File: src/rtl/seq_frac_divider.sv
// Iterative radix-2 restoring divider: integer quotient plus FRAC_W truncated fraction bits.
// One division in flight; request via in_valid/rfd, result via out_valid/out_ready.
module seq_frac_divider #(
   parameter int DIVIDEND_W = 16,
   parameter int DIVISOR_W  = 16,
   parameter int FRAC_W     = 8
) (
   input  logic                  clk,
   input  logic                  rst,
   input  logic                  in_valid,
   input  logic [DIVIDEND_W-1:0] dividend,
   input  logic [DIVISOR_W-1:0]  divisor,
   output logic                  rfd,
   output logic                  out_valid,
   input  logic                  out_ready,
   output logic [DIVIDEND_W-1:0] quotient,
   output logic [FRAC_W-1:0]     fractional,
   output logic                  div_by_zero,
   output logic [1:0]            state_dbg
);

   localparam int N     = DIVIDEND_W + FRAC_W;
   localparam int CNT_W = $clog2(N);
   localparam int REM_W = DIVISOR_W + 1;
   localparam logic [CNT_W-1:0] LAST = CNT_W'(N - 1);

   localparam logic [1:0] IDLE = 2'd0;
   localparam logic [1:0] CALC = 2'd1;
   localparam logic [1:0] DONE = 2'd2;

   // Handshakes: a transfer happens on a rising clk edge where valid and
   // ready/rfd are both high; valid side holds its data stable until then.

   logic [1:0]           state;
   logic [CNT_W-1:0]     cnt;
   logic [REM_W-1:0]     rem;
   logic [DIVISOR_W-1:0] dsr;
   // Extended dividend bits leave at the top while quotient bits enter at the bottom.
   logic [N-1:0]         work;

   logic [REM_W:0]       trial;
   logic                 q_bit;
   logic [N-1:0]         work_next;

   always_comb begin
      trial     = {rem, work[N-1]};
      q_bit     = (trial >= {2'b00, dsr});
      work_next = {work[N-2:0], q_bit};
   end

   assign state_dbg = state;

   always_ff @(posedge clk) begin
      if (rst) begin
         state       <= IDLE;
         rfd         <= 1'b1;
         out_valid   <= 1'b0;
         div_by_zero <= 1'b0;
         quotient    <= '0;
         fractional  <= '0;
         cnt         <= '0;
         rem         <= '0;
         dsr         <= '0;
         work        <= '0;
      end else begin
         case (state)
            IDLE: begin
               if (in_valid && rfd) begin
                  rfd   <= 1'b0;
                  dsr   <= divisor;
                  work  <= {dividend, {FRAC_W{1'b0}}};
                  rem   <= '0;
                  cnt   <= '0;
                  state <= (divisor == '0) ? DONE : CALC;
               end
            end
            CALC: begin
               rem  <= REM_W'(q_bit ? (trial - {2'b00, dsr}) : trial);
               work <= work_next;
               cnt  <= cnt + 1'b1;
               if (cnt == LAST) begin
                  state      <= DONE;
                  out_valid  <= 1'b1;
                  quotient   <= work_next[N-1:FRAC_W];
                  fractional <= work_next[FRAC_W-1:0];
               end
            end
            DONE: begin
               // Arriving with out_valid low only happens on the zero-divisor path.
               if (!out_valid) begin
                  out_valid   <= 1'b1;
                  quotient    <= '1;
                  fractional  <= '1;
                  div_by_zero <= 1'b1;
               end else if (out_ready) begin
                  out_valid   <= 1'b0;
                  div_by_zero <= 1'b0;
                  rfd         <= 1'b1;
                  state       <= IDLE;
               end
            end
            default: begin
               state     <= IDLE;
               rfd       <= 1'b1;
               out_valid <= 1'b0;
            end
         endcase
      end
   end

endmodule

File: config.mk
export PLATFORM = sky130hd
export DESIGN_NAME = seq_frac_divider
export DESIGN_NICKNAME = d
export VERILOG_FILES = /design/src/rtl/seq_frac_divider.sv
export SDC_FILE = /design/constraint.sdc
export NUM_CORES = 1
export LEC_CHECK = 0
export CAP_MARGIN = 40
export CORE_MARGIN = 2
export CORE_UTILIZATION = 59
export DETAILED_ROUTE_END_ITERATION = 16
export GPL_TIMING_DRIVEN = 0
export PLACE_DENSITY_LB_ADDON = 0.15
export SYNTH_ARGS = -nofsm -noshare
export SYNTH_HDL_FRONTEND = slang
export SYNTH_SLANG_ARGS = --single-unit
File: constraint.sdc
create_clock -name clk -period 4.3 [get_ports clk]
set_input_delay 0.43 -clock clk [delete_from_list [all_inputs] [get_ports clk]]
set_output_delay 0.43 -clock clk [all_outputs]
set_load 0.02 [all_outputs]
==> run metrics <==
initial antenna violation count 0; number of max-cap violations 0; Worst Setup SP work[23]; R2R Path Start work[23]; clk root buf clkbuf_8; Post-Synth XOR/XNOR Area 2.43%; DRT Pass-1 Iters 6; Core Region 0.00773 mm^2; grt ovf 0; status finished clean; PD cells 783 mW/mm^2; # diodes 0; PortBufs 64; share of cells above drive strength 1 under 10%; static leakage between 2 and 2.5 nW; Distinct cells, synth between 50 and 60; dpl cells between 700 and 800; largest net degree at the start of global routing 17; Top Ports 65; Longest Clk Path Bufs 2; Synth Area in Adders around 5.8%; Routed Antenna Nets 0; Total GRT Usage 29.1%; Area Overhead vs Synth 20.7%; hold buffers post-CTS 0; post-synthesis mux area share under 10%; Post-synth top flop dfxtp_1; final hold violation count 0; synthesized instance count between 500 and 600; capture point of the worst reg-to-reg path rem[8]; Hold/Removal Path Class reg -> reg; CTS-repair resized insts 0; # setup viols final 0; Worst VDD drop between 0.4 and 0.5 mV; RSZ-0062 raised after global routing false; CP required 4570 ps; Post-synth EDFFs 0; Tcrit/Tclk final ~66%; Post-synth ARST share 0%; crit end category flip-flop; r2r setup slk 1470 ps; drt initial violations approximately 170; cells on worst reg2reg path 10; post-layout minimum cycle time approximately 2800 ps; Horiz. Die Dim between 90 and 100 um; clock network power share 13.6%; Die Span Y roughly 93 um; yosys warns 0; vias per inst roughly 5.8; Psw 2.03 mW; clock slew at reported path FFs 90 ps; sw frac between 40% and 50%; P_int between 2 and 2.5 mW; complex-gate fraction of the synthesized area 20.4%; flops & latches, synth 91; hpwl dp slightly below 9000 um; number of global-route vias before repair roughly 4400; TritonCTS Buffers 9; startpoint type of the worst setup path flip-flop; Post-Syn Area per Cell around 8.1 um^2; Setup CP Type reg -> reg; commonest cells after routing, fill and taps aside nor2_1 (91), dfxtp_1 (91), nand2_1 (76); pins over their slew limit 0; TritonCTS clock tree done; Combinational Power Share between 50% and 60%; final WL between 10000 and 15000 um; Worst Setup EP rem[8]; fin cells 762; routed vias around 4400; Simple-Gate Fraction of Synth Area approximately 23%; CP arrival between 3000 and 4000 ps; Rows 32; hold path start div_by_zero; setup bufs post-CTS 0; register area share after synthesis roughly two fifths; worst-path fanout max 10; worst slew pin tran roughly 740 ps; global-route wire length before repair 20200 um; largest family of logic cells by synthesized area simple AND/OR/NAND/NOR gates; dpl ws about 1500 ps; Hold Slack 461 ps; worst skew pair latency between 300 and 400 ps; CTS H-tree depth 3; fmax roughly 350 MHz; setup TNS 0 ps; DR WL/cell 15.7 um; die area between 0.008 and 0.009 mm^2; post-synthesis cell area ~0.0047 mm^2; Overall Power about 4.4 mW; CTS Sinks between 90 and 100; gpl congestion around 0.96; Worst slew margin 50.4%; PnR worst setup slack 1470 ps; nets between 700 and 800; Starting Density roughly three fifths; Max Clock Skew between 10 and 15 ps; DRC 0; Flop pwr share ~29%; Syn Nets approximately 640
[flip-flops by register name, indices dropped and copies added, names as in the netlist]
name / flops
rfd: 1
work: 24
cnt: 5
fractional: 8
rem: 17
quotient: 16
div_by_zero: 1
out_valid: 1
dsr: 16
state_dbg: 2
[how the worst min path moves through the flow]
stage | to | slack (ps) | depth (start not counted)
finish | div_by_zero | 460 | 2
global route | div_by_zero | 480 | 2
CTS | dsr[14] | 460 | 2
detailed placement | div_by_zero | 450 | 2
global placement | dsr[14] | 450 | 2
floorplan | dsr[10] | 440 | 2
[critical path: stages (launching register included)]
cell and delay (ps):
dfxtp_1 350, inv_1 90, ha_1 220, fa_1 400, nand2b_1 190, a211o_2 350, a21oi_4 230, o311a_4 250
buf_2 260, o21ai_1 110, a32o_1 270
[layout make-up]
cell class / count / area [um^2]
tap: 102 / 128
sequential: 91 / 1820
multi-input combinational: 431 / 2610
clock inverter: 7 / 76.3
timing repair buffer: 64 / 641
buffer: 36 / 168
clock buffer: 9 / 124
inverter: 22 / 82.6
fill: 596 / 2080
[power groups by stage]
| stage | Clock (mW) | Sequential, mW | Combinational, mW |
|---|---|---|---|
| floorplan | 0 | 1.42 | 1.59 |
| global route | 0.644 | 1.30 | 2.78 |
| finish | 0.603 | 1.27 | 2.55 |
| CTS | 0.607 | 1.27 | 2.52 |
| global placement | 0 | 1.27 | 2.44 |
| detailed placement | 0 | 1.28 | 2.50 |
[synth_stat cells, types with 3 or more instances]
| master | count | area (um^2) |
|---|---|---|
| a211oi_1 | 19 | 143 |
| a21o_1 | 4 | 30.0 |
| a21oi_1 | 33 | 165 |
| a22oi_1 | 8 | 60.1 |
| and2_1 | 3 | 18.8 |
| buf_1 | 3 | 11.3 |
| buf_2 | 8 | 40.0 |
| buf_6 | 3 | 33.8 |
| clkbuf_1 | 22 | 82.6 |
| dfxtp_1 | 91 | 1820 |
| ha_1 | 20 | 250 |
| inv_1 | 22 | 82.6 |
| mux2i_1 | 19 | 190 |
| nand2_1 | 76 | 285 |
| nand2b_1 | 7 | 43.8 |
| nand3_1 | 6 | 30.0 |
| nand4_1 | 6 | 37.5 |
| nor2_1 | 91 | 342 |
| nor2b_1 | 4 | 25.0 |
| nor3_1 | 28 | 140 |
| nor4_1 | 5 | 31.3 |
| o2111ai_1 | 3 | 26.3 |
| o211ai_1 | 11 | 82.6 |
| o21a_1 | 5 | 37.5 |
| o21ai_0 | 17 | 85.1 |
| o311ai_0 | 3 | 26.3 |
| o31a_1 | 5 | 43.8 |
| or3_1 | 6 | 37.5 |
| xnor2_1 | 4 | 35.0 |
| xor2_1 | 9 | 78.8 |
[logic make-up (layout without fill, tap and decap cells)]
kind of cell | after synthesis | after routing
AO/OA/AOI/OAI | 134 | 134
XOR/XNOR | 13 | 13
AND/OR/NAND/NOR | 244 | 244
flip-flops | 91 | 91
adder cells (fa/ha/maj) | 21 | 21
buffers and inverters | 58 | 138
multiplexers | 19 | 19
[through the flow]
step	utilization (%)	instance area, um^2
2_1_floorplan	-	4680
3_3_place_gp	70.5	5450
3_5_place_dp	70.5	5450
4_1_cts	73.1	5650
5_1_grt	73.1	5650
6_report	73.1	5650
[layer usage]
metal  GRT usage, %  vias up  wire length (um)
li1               -     2185                 -
met1           35.3     2097              5130
met2           51.0      115              5870
met3           5.00       28               607
met4           11.8        0               338
met5              0        -                 0
No activity file was read; power rests on OpenSTA's default activity.
